File: config.mk
export PLATFORM = sky130hd
export DESIGN_NAME = strobe_cdc_arbiter
export DESIGN_NICKNAME = d
export VERILOG_FILES = /design/src/rtl/strobe_cdc_pkg.sv /design/src/rtl/cdc_sync_bit.sv /design/src/rtl/strobe_cdc_arbiter.sv
export SDC_FILE = /design/constraint.sdc
export NUM_CORES = 1
export LEC_CHECK = 0
export ABC_AREA = 1
export CAP_MARGIN = 20
export CORE_ASPECT_RATIO = 1.25
export CORE_UTILIZATION = 54
export CTS_CLUSTER_DIAMETER = 150
export DETAILED_ROUTE_END_ITERATION = 16
export PLACE_DENSITY = 0.83
export SYNTH_ARGS = -nofsm -noshare
export SYNTH_HDL_FRONTEND = slang
export SYNTH_HIERARCHICAL = 1
export SYNTH_SLANG_ARGS = --single-unit
File: constraint.sdc
create_clock -name clk -period 3.3 [get_ports clk]
set_input_delay 0.99 -clock clk [delete_from_list [all_inputs] [get_ports clk]]
set_output_delay 0.99 -clock clk [all_outputs]
set_load 0.01 [all_outputs]
File: src/rtl/strobe_cdc_pkg.sv
// Shared definitions for the strobe CDC arbiter and its ack synchronizer.
package strobe_cdc_pkg;

    typedef enum logic [1:0] {
        ST_IDLE     = 2'd0,
        ST_WAIT_ACK = 2'd1,
        ST_WAIT_REL = 2'd2,
        ST_RECOVER  = 2'd3
    } state_e;

    localparam int DEF_SYNC_STAGES = 2;

endpackage

File: src/rtl/cdc_sync_bit.sv
// Multi-flop level synchronizer for a single asynchronous bit.
module cdc_sync_bit #(
    parameter int STAGES = 2
) (
    input  logic clk,
    input  logic rst_n,
    input  logic d,
    output logic q
);

    logic [STAGES-1:0] ff;

    always_ff @(posedge clk or negedge rst_n) begin
        if (!rst_n) ff <= '0;
        else        ff <= {ff[STAGES-2:0], d};
    end

    assign q = ff[STAGES-1];

endmodule

File: src/rtl/strobe_cdc_arbiter.sv
// Round-robin arbiter sharing one 4-phase req/ack CDC channel between
// N_REQ strobe sources; pulses done per requester when its handshake closes.
module strobe_cdc_arbiter
    import strobe_cdc_pkg::*;
#(
    parameter int N_REQ       = 4,
    parameter int ID_W        = $clog2(N_REQ),
    parameter int SYNC_STAGES = DEF_SYNC_STAGES,
    parameter int TIMEOUT_CYC = 0
) (
    input  logic             clk,
    input  logic             rst_n,
    input  logic [N_REQ-1:0] req_i,
    output logic [N_REQ-1:0] done_o,
    output logic             busy_o,
    output logic [N_REQ-1:0] pending_o,
    output logic             chan_req_o,
    output logic [ID_W-1:0]  chan_id_o,
    input  logic             chan_ack_i,
    output logic             err_timeout_o
);

    localparam int CNT_W = (TIMEOUT_CYC > 1) ? $clog2(TIMEOUT_CYC) : 1;
    localparam logic [CNT_W-1:0] CNT_LAST = CNT_W'((TIMEOUT_CYC > 0) ? TIMEOUT_CYC - 1 : 0);

    // First set bit at or after ptr, wrapping at N_REQ (not at 2^ID_W).
    function automatic logic [ID_W-1:0] rr_pick(input logic [N_REQ-1:0] pend,
                                                input logic [ID_W-1:0]  ptr);
        logic [ID_W-1:0] win;
        logic [ID_W:0]   idx;
        logic            found;
        win   = ptr;
        found = 1'b0;
        for (int i = 0; i < N_REQ; i++) begin
            idx = {1'b0, ptr} + (ID_W+1)'(i);
            if (idx >= (ID_W+1)'(N_REQ)) idx = idx - (ID_W+1)'(N_REQ);
            if (!found && pend[idx]) begin
                found = 1'b1;
                win   = idx[ID_W-1:0];
            end
        end
        return win;
    endfunction

    function automatic logic [N_REQ-1:0] onehot(input logic [ID_W-1:0] id);
        logic [N_REQ-1:0] res;
        for (int i = 0; i < N_REQ; i++) res[i] = (id == ID_W'(i));
        return res;
    endfunction

    state_e           state;
    logic [N_REQ-1:0] pend;
    logic [ID_W-1:0]  ptr;
    logic [CNT_W-1:0] cnt;
    logic             ack_s;
    logic             grant;
    logic [ID_W-1:0]  winner;
    logic [N_REQ-1:0] grant_mask;
    logic             timeout_hit;

    cdc_sync_bit #(.STAGES(SYNC_STAGES)) u_ack_sync (
        .clk   (clk),
        .rst_n (rst_n),
        .d     (chan_ack_i),
        .q     (ack_s)
    );

    // A stale ack seen in IDLE blocks new grants until it drops.
    assign grant       = (state == ST_IDLE) && !ack_s && (|pend);
    assign winner      = rr_pick(pend, ptr);
    assign grant_mask  = grant ? onehot(winner) : '0;
    assign timeout_hit = (TIMEOUT_CYC > 0) && (cnt == CNT_LAST);

    // A strobe coinciding with its own grant re-arms the bit.
    always_ff @(posedge clk or negedge rst_n) begin
        if (!rst_n) pend <= '0;
        else        pend <= (pend & ~grant_mask) | req_i;
    end

    always_ff @(posedge clk or negedge rst_n) begin
        if (!rst_n) begin
            state         <= ST_IDLE;
            chan_req_o    <= 1'b0;
            chan_id_o     <= '0;
            ptr           <= '0;
            cnt           <= '0;
            done_o        <= '0;
            err_timeout_o <= 1'b0;
        end else begin
            done_o        <= '0;
            err_timeout_o <= 1'b0;
            cnt           <= cnt + CNT_W'(1);
            case (state)
                ST_IDLE: begin
                    if (grant) begin
                        chan_req_o <= 1'b1;
                        chan_id_o  <= winner;
                        ptr        <= (winner == ID_W'(N_REQ - 1)) ? '0 : winner + ID_W'(1);
                        cnt        <= '0;
                        state      <= ST_WAIT_ACK;
                    end
                end
                ST_WAIT_ACK: begin
                    if (ack_s) begin
                        chan_req_o <= 1'b0;
                        cnt        <= '0;
                        state      <= ST_WAIT_REL;
                    end else if (timeout_hit) begin
                        chan_req_o    <= 1'b0;
                        err_timeout_o <= 1'b1;
                        cnt           <= '0;
                        state         <= ST_RECOVER;
                    end
                end
                ST_WAIT_REL: begin
                    if (!ack_s) begin
                        done_o <= onehot(chan_id_o);
                        state  <= ST_IDLE;
                    end else if (timeout_hit) begin
                        err_timeout_o <= 1'b1;
                        cnt           <= '0;
                        state         <= ST_RECOVER;
                    end
                end
                ST_RECOVER: begin
                    if (!ack_s) state <= ST_IDLE;
                end
                default: state <= ST_IDLE;
            endcase
        end
    end

    assign busy_o    = (state != ST_IDLE);
    assign pending_o = pend;

endmodule
==> summary.txt, run 1 <==
Status - finished clean
Hold WS - 374 ps
Max-slew headroom - 51.8%
Endpoints failing setup - 0
Power density over the cells - 859 mW/mm^2
Tcrit/Tclk final - 72.2%
Gr usage total - 23.5%
Synth unique cells - 19
Syn_area_per_cell - 7.78 um^2
Worst vdd ir - 0.577 mV
Starting DRC count in detailed routing - 33
Net total in the final layout - 161
Clock Latency Late Sink - 280 ps
Crit path launch type - flop
Post-route ant nets - 0
Total CTS buffers - 3
Worst-path clk slew - 90 ps
H-tree Lvls - 1
Row count - 17
Die ar. - 0.00205 mm^2
Pin count of the biggest net entering global routing - 18
Static Leak - 0.623 nW
Cell chain of the critical path - nor2_1 > inv_1 > clkdlybuf4s50_1
Setup slack, reg-to-reg - 1180 ps
CTS tree - done
Area grow syn2layout - 19.9%
CP endpoint kind - output port
Yosys top cell area share - 42.1%
Post-CTS sizing - 0
Hold WC Path Type - flop to flop
GRT Residual Overflow - 0
Clk_skew - 4.11 ps
DRT Pass-1 Iters - 4
Die Span Y - 50.4 um
Yosys reg bits - 17
Final Hold Fails - 0
Setup repair bufs after CTS - 0
PortBufs - 18
Initial antenna violation count - 0
WP data required - 2310 ps
RSZ-0062 raised after global routing - false
GP Congestion - 0.782
Fillers - 134
Warnings, synthesis - 6
IO Pins - 20
Syn Nets - 141
Worst path max stage delay - 480 ps
Final Max Slew Viols - 0
Clock period minus worst slack - 2380 ps
Via count - 885
FF-to-FF path depth - 12
Crit Path Class - flop to output port
CP max-delay cell - clkdlybuf4s50_1
Starting density of the core - 57.3%
Hold depth - 0
Worst endpoint data arrival time - 1390 ps
Synthesized instance count - 130
Cts-stage hold buffer count - 0
First-pass GRT wire length - 3360 um
TNS Setup - 0 ps
MaxCap Viol Count - 0
Post-DP HPWL - 1600 um
Worst Tran Pin Value - 721 ps
Fmax - 420 MHz
# diodes - 0
Top cells by area, synth - dfrtp_1 42%, nand2_1 17%, nand2_2 6.2%
Die W - 40.7 um
Synthesized area - 0.00101 mm^2
Routed len/inst - 12.0 um
Root Driver - clkbuf_4
Layout cell share with drive strength beyond 1 - 16.8%
Core area - 0.00177 mm^2
DRC - 0
Vias/cell - 5.27
Num Clock Sinks - 17
Sequential fraction of the synthesis area - 42.1%
Synth area leader - dfrtp_1
Routed WL - 2010 um
CTS Buffer Depth - 2
Worst Path Max Fanout - 4
Vias in the first global route - 842
cell families (layout without fill, tap and decap cells):
logic type / Yosys count / in the layout / share of synthesized area (%)
compound gates: 10 / 10 / 7.05
fa+ha+maj: 4 / 4 / 4.95
buf+inv: 20 / 39 / 9.65
simple gates: 78 / 78 / 35.9
flops: 17 / 17 / 42.1
other cells: 1 / 1 / 0.371
cell usage after synthesis, drive strengths merged:
master	n
nand3	8
nor3	2
o21ai	6
nor2	5
buf	4
inv	16
conb	1
ha	4
a21o	4
nand2	57
dfrtp	17
nor4	5
nand4	1
power breakdown:
| group | total [W] | leakage, nW | internal [W] | switching (W) |
|---|---|---|---|---|
| Combinational | 0.000594 | 0.405 | 0.000233 | 0.000360 |
| Sequential | 0.000343 | 0.201 | 0.000263 | 0.0000802 |
| Clock | 0.000105 | 0.0177 | 0.0000450 | 0.0000599 |
cells in the final DEF, fill, tap and decap left out, drive strengths merged:
| cell type | count |
|---|---|
| a21o | 4 |
| nand4 | 1 |
| nor4 | 5 |
| nand2 | 57 |
| ha | 4 |
| inv | 16 |
| buf | 1 |
| dfrtp | 17 |
| nand3 | 8 |
| conb | 1 |
| clkbuf | 3 |
| o21ai | 6 |
| clkdlybuf4s50 | 18 |
| clkinv | 1 |
| nor3 | 2 |
| nor2 | 5 |
per-stage QoR:
stage	setup slack (ps)	instance area, um^2	cells	total power [W]	util, %
final	918	1210	168	0.00104	68.7
after global routing	808	1210	168	0.00114	68.7
after CTS	920	1210	168	0.00104	68.7
after detailed placement	1200	1180	164	0.000933	67.1
after global placement	1260	1180	164	0.000909	67.1
after floorplan	1550	1010	130	0.000777	-
worst max-delay path, delay by kind of cell (launching register included):
family | cells | cell delay (ps)
buffers and inverters | 2 | 560
flip-flops | 1 | 420
AND/OR/NAND/NOR | 1 | 130
state kept, by name, summed over array words and instances (netlist names):
name           flops
state              2
done_o             4
chan_id_o          2
u_ack_sync/ff      2
chan_req_o         1
ptr                2
pending_o          4
layout make-up:
cell class,instances,area (um^2),area share (%)
Clock inverter,1,5.00,0.413
Sequential cell,17,425,35.1
Clock buffer,3,22.5,1.86
Timing Repair Buffer,19,188,15.5
Tap cell,19,23.8,1.96
Multi-Input combinational cell,93,488,40.2
Inverter,16,60.1,4.95
layer usage:
| metal | vias to the layer above | routed length (um) | GRT usage, % | share of wire (%) |
|---|---|---|---|---|
| met5 | - | 0 | 0 | 0 |
| met4 | 0 | 49 | 9.44 | 2.4 |
| met3 | 6 | 101 | 4.42 | 5.0 |
| met2 | 37 | 1010 | 38.1 | 50 |
| met1 | 401 | 850 | 29.3 | 42 |
| li1 | 441 | - | - | - |
final timing paths:
kind | startpoint | end
max | state[1] | busy_o
min | u_ack_sync/ff[0] | u_ack_sync/ff[1]
max reg2reg | ptr[0] | ptr[1]
min reg2reg | u_ack_sync/ff[0] | u_ack_sync/ff[1]
max in group asynchronous | rst_n | u_ack_sync/ff[1]
min in group asynchronous | rst_n | u_ack_sync/ff[0]
Note: power is estimated with default switching activity, not from simulation.
==> run 2, diff against run 1 <==
--- a/config.mk
+++ b/config.mk
@@ -8,10 +8,10 @@
 export ABC_AREA = 1
 export CAP_MARGIN = 20
 export CORE_ASPECT_RATIO = 1.25
-export CORE_UTILIZATION = 54
+export CORE_UTILIZATION = 50
 export CTS_CLUSTER_DIAMETER = 150
 export DETAILED_ROUTE_END_ITERATION = 16
-export PLACE_DENSITY = 0.83
+export PLACE_DENSITY = 0.78
 export SYNTH_ARGS = -nofsm -noshare
 export SYNTH_HDL_FRONTEND = slang
 export SYNTH_HIERARCHICAL = 1
==> constraint.sdc (replaced) <==
create_clock -name clk -period 2.5 [get_ports clk]
set_input_delay 0.75 -clock clk [delete_from_list [all_inputs] [get_ports clk]]
set_output_delay 0.75 -clock clk [all_outputs]
set_load 0.01 [all_outputs]
==> summary.txt, run 2 (synthesis results as in run 1) <==
CP top delay family - buffers and inverters
Final Hold Fails - 0 (unchanged)
CP max-delay cell - clkdlybuf4s50_1
Static Leak - 0.628 nW (+0.77%)
Gr usage total - 19.6% (-3.9 points)
Final WS setup - 356 ps (-561 ps)
DRC - 0 (unchanged)
GP Congestion - 0.826 (+5.6%)
DRT Pass-1 Iters - 4 (unchanged)
GRT Residual Overflow - 0 (unchanged)
Endpoints failing setup - 0 (unchanged)
Power Total - 0.00139 W (+33%)
Inst Count DP - 165 (+0.61%)
Met1 Usage GRT - 23.5% (-5.9 points)
Clk_skew - 8.07 ps (+3.96 ps)
Hold WC Path Type - flop to flop
Worst-path clk slew - 100 ps (about the same)
CTS Buffer Depth - 2 (unchanged)
TNS Setup - 0 ps (unchanged)
Net total in the final layout - 162 (+0.62%)
Crit path launch type - flop
Global route hottest layer - met2
MaxCap Viol Count - 0 (unchanged)
Worst Path Max Fanout - 4 (unchanged)
Tcrit/Tclk final - 85.8%
First-pass GRT wire length - 3300 um (-1.8%)
Routed len/inst - 12.0 um (+0.35%)
Power density over the cells - 1140 mW/mm^2 (+32%)
Die ar. - 0.00221 mm^2 (+7.6%)
Final Max Slew Viols - 0 (unchanged)
Commonest non-fill, non-tap cell in the layout - nand2_1
Row count - 17 (unchanged)
Die W - 42.2 um (+3.7%)
PortBufs - 18 (unchanged)
Layout cell share with drive strength beyond 1 - 17.3% (+0.55 points)
Total CTS buffers - 3 (unchanged)
Vias in the first global route - 825 (-2.0%)
Pre-CTS setup slack - 359 ps (-845 ps)
CP endpoint kind - output port
Pin count of the biggest net entering global routing - 18 (unchanged)
Num Clock Sinks - 17 (unchanged)
Clock period minus worst slack - 2140 ps
Vias/cell - 5.20 (-1.4%)
Met2 GRT Util - 34.1% (-4.0 points)
Grt met3 use - 1.38% (-3.0 points)
Starting DRC count in detailed routing - 9 (-73%)
Setup repair bufs after CTS - 0 (unchanged)
# diodes - 0 (unchanged)
WP data required - 1750 ps (-560 ps)
Initial antenna violation count - 0 (unchanged)
Clock Latency Late Sink - 290 ps (about the same)
Fmax - 466 MHz
IO Pins - 20 (unchanged)
RSZ-0062 raised after global routing - false
Root Driver - clkbuf_4
Core area - 0.00183 mm^2 (+3.6%)
Cell chain of the critical path - nor2_1 > inv_1 > clkdlybuf4s50_1
Worst path max stage delay - 470 ps (about the same)
Cts-stage hold buffer count - 0 (unchanged)
H-tree Lvls - 1 (unchanged)
Post-route ant nets - 0 (unchanged)
Status - finished clean
Starting density of the core - 55.3% (-2.0 points)
Crit Path Class - flop to output port
Via count - 878 (-0.79%)
Worst endpoint data arrival time - 1390 ps (about the same)
Post-DP HPWL - 1550 um (-2.8%)
Post-CTS sizing - 0 (unchanged)
Commonest non-fill, non-tap cells in the layout - 47 x nand2_1, 18 x clkdlybuf4s50_1, 17 x dfrtp_1
Area grow syn2layout - 20.7%
Routed WL - 2030 um (+0.94%)
WP buf/inv - 2 (unchanged)
Setup slack, reg-to-reg - 360 ps (-820 ps)
Die Span Y - 52.3 um (+3.8%)
Worst vdd ir - 0.634 mV (+9.9%)
CTS tree - done
Final Non-Filler Cells - 169 (+0.60%)
run 2: changes by cell type in the layout (fill, tap and decap cells not counted), sizes merged:
cell	before	now
buf	1	2
run 2: area by class of cell:
type                    instances  area [um^2]
repair buffers                 20          195
clock buffers                   3         22.5
clock inverters                 1         5.00
multi-input cells              93          488
inverters                      16         60.1
flip-flops and latches         17          425
well taps                      19         23.8
fillers                       148          609
run 2: per-layer routing:
layer	routed length, um	part of all wire, %
met5	0	0
met4	67	3.3
met2	1010	50
met3	62	3.1
met1	893	44
run 2: worst paths after layout:
| check | cells after the start | from | end |
|---|---|---|---|
| max | 3 | state[1] | busy_o |
| min | 0 | u_ack_sync/ff[0] | u_ack_sync/ff[1] |
| max reg2reg | 12 | ptr[0] | ptr[1] |
| min reg2reg | 0 | u_ack_sync/ff[0] | u_ack_sync/ff[1] |
| max in group asynchronous | 2 | rst_n | chan_req_o |
| min in group asynchronous | 2 | rst_n | state[0] |
run 2: worst register-to-register path: stages, from the launching register on:
cell	delay, ps
dfrtp_1	580
inv_2	180
nand2_1	110
nand2_2	80
o21ai_2	170
nand3_2	80
nor2_2	110
nand2_1	70
nand2_2	140
inv_1	80
ha_1	290
nand2_1	60
o21ai_0	80
run 2: stage by stage:
stage          util [%]  hold WS [ps]  area, um^2
2_1_floorplan         -           331        1010
3_3_place_gp       65.2           339        1190
3_5_place_dp       65.2           341        1190
4_1_cts            66.7           363        1220
5_1_grt            66.7           377        1220
6_report           66.7           360        1220
run 2: power by group:
group | total, W | switching (W) | leakage [nW] | internal [W]
registers | 0.000452 | 0.000105 | 0.201 | 0.000347
logic | 0.000789 | 0.000477 | 0.409 | 0.000311
clock network | 0.000145 | 0.0000853 | 0.0177 | 0.0000595
==> run 3, diff against run 2 <==
--- a/config.mk
+++ b/config.mk
@@ -8,6 +8,7 @@
 export ABC_AREA = 1
 export CAP_MARGIN = 20
 export CORE_ASPECT_RATIO = 1.25
+export CORE_MARGIN = 3
 export CORE_UTILIZATION = 50
 export CTS_CLUSTER_DIAMETER = 150
 export DETAILED_ROUTE_END_ITERATION = 16
==> summary.txt, run 3 (synthesis results as in run 1) <==
Worst path max stage delay - 470 ps (about the same)
R2R Path Start - ptr[0]
Fillers - 154 (+4.1%)
PortBufs - 18 (unchanged)
RR Endpoint - ptr[1]
Commonest non-fill, non-tap cell in the layout - nand2_1
Final Hold Fails - 0 (unchanged)
IO Pins - 20 (unchanged)
Die ar. - 0.00260 mm^2 (+18%)
Reg power frac - 32.9% (+0.3 points)
DRT Pass-1 Iters - 4 (unchanged)
Clock period minus worst slack - 2130 ps (-15.1 ps)
Power Total - 0.00136 W (-1.5%)
Num Clock Sinks - 17 (unchanged)
CTS Buffer Depth - 2 (unchanged)
Initial antenna violation count - 0 (unchanged)
Setup slack, reg-to-reg - 390 ps (+30 ps)
Worst vdd ir - 0.806 mV (+27%)
Pin count of the biggest net entering global routing - 18 (unchanged)
Fmax - 470 MHz (+0.71%)
Status - finished clean
Clock Latency Late Sink - 280 ps (about the same)
Routed len/inst - 11.3 um (-5.9%)
# diodes - 0 (unchanged)
Post-DP HPWL - 1500 um (-3.6%)
Internal power - 0.000716 W (-0.37%)
Vias in the first global route - 791 (-4.1%)
Hold depth - 0 (unchanged)
FF-to-FF path depth - 12 (unchanged)
Post-CTS sizing - 0 (unchanged)
Net total in the final layout - 162 (unchanged)
Routed WL - 1910 um (-5.9%)
Area grow syn2layout - 20.7% (unchanged)
Crit Path Class - flop to output port
Die W - 46.2 um (+9.5%)
Total CTS buffers - 3 (unchanged)
Die Span Y - 56.3 um (+7.7%)
Vias/cell - 5.08 (-2.2%)
Starting density of the core - 55.3% (unchanged)
Worst hold start - u_ack_sync/ff[0]
Final instance area - 0.00122 mm^2 (unchanged)
MaxCap Viol Count - 0 (unchanged)
Hold path endpoint - u_ack_sync/ff[1]
DP Area - 0.00119 mm^2 (unchanged)
Core area - 0.00183 mm^2 (unchanged)
Row count - 17 (unchanged)
Static Leak - 0.628 nW (unchanged)
Starting DRC count in detailed routing - 14 (+5)
Fin util - 66.7% (unchanged)
Setup repair bufs after CTS - 0 (unchanged)
DRC - 0 (unchanged)
RSZ-0062 raised after global routing - false
GRT Residual Overflow - 0 (unchanged)
Via count - 859 (-2.2%)
Power density over the cells - 1120 mW/mm^2 (-1.5%)
Layout cell share with drive strength beyond 1 - 17.3% (unchanged)
Gr usage total - 16.3% (-3.3 points)
CTS tree - done
Crit path launch type - flop
Clk_skew - 3.54 ps (-4.53 ps)
Worst-path clk slew - 90 ps (about the same)
TNS Setup - 0 ps (unchanged)
Worst endpoint data arrival time - 1380 ps (about the same)
Clock power frac - 10.5% (about the same)
Tcrit/Tclk final - 85.1% (-0.60 points)
Hold WS - 367 ps (+7.59 ps)
WP data required - 1750 ps (about the same)
Part of the power in combinational logic - 56.6% (-0.3 points)
Final Max Slew Viols - 0 (unchanged)
GP Congestion - 0.797 (-3.5%)
Cell chain of the critical path - nor2_1 > inv_1 > clkdlybuf4s50_1
Endpoints failing setup - 0 (unchanged)
H-tree Lvls - 1 (unchanged)
First-pass GRT wire length - 3220 um (-2.3%)
Cts-stage hold buffer count - 0 (unchanged)
Commonest non-fill, non-tap cells in the layout - 47 x nand2_1, 18 x clkdlybuf4s50_1, 17 x dfrtp_1
CP max-delay cell - clkdlybuf4s50_1
Switching Fraction - 47.6% (-0.61 points)
Net Sw Power - 0.000649 W (-2.8%)
CP endpoint kind - output port
Hold WC Path Type - flop to flop
Post-route ant nets - 0 (unchanged)
Root Driver - clkbuf_4
Worst Path Max Fanout - 4 (unchanged)
## run 3: worst max-delay path by stage
stage / startpoint / slack, ps / end
after floorplan: ptr[0] / 750 / ptr[1]
after global placement: ptr[0] / 500 / ptr[1]
after detailed placement: ptr[0] / 410 / ptr[1]
after CTS: state[1] / 350 / busy_o
after global routing: ptr[0] / 230 / ptr[1]
final: state[1] / 370 / busy_o
## run 3: final cells by class
type                    count  area (um^2)  share of cell area, %
clock buffers               3         22.5                   1.85
clock inverters             1         5.00                  0.410
inverters                  16         60.1                   4.92
multi-input cells          93          488                   40.0
flip-flops and latches     17          425                   34.9
well taps                  19         23.8                   1.95
repair buffers             20          195                   16.0
## run 3: worst max-delay path, delay by kind of cell, from the launching register on
| family | cells | cell delay, ps |
|---|---|---|
| buffers and inverters | 2 | 540 |
| DFF | 1 | 420 |
| and+or+nand+nor | 1 | 130 |
## run 3: stage by stage
stage,cells,worst slack (ps)
2_1_floorplan,130,752
3_3_place_gp,165,504
3_5_place_dp,165,407
4_1_cts,169,347
5_1_grt,169,234
6_report,169,371
## run 3: power by group through the flow
stage / logic (W) / registers [W] / clock network (W)
after detailed placement: 0.000771 / 0.000453 / 0
after floorplan: 0.000586 / 0.000439 / 0
after global placement: 0.000752 / 0.000447 / 0
after global routing: 0.000871 / 0.000462 / 0.000161
after CTS: 0.000781 / 0.000447 / 0.000146
final: 0.000772 / 0.000449 / 0.000143
## run 3: per-layer routing
metal	track usage, %	vias up	part of all wire, %	routed length [um]
li1	-	441	-	-
met1	21.1	404	44	850
met2	27.2	10	52	1000
met3	0.962	4	1.5	28
met4	6.10	0	1.6	30
met5	0	-	0	0
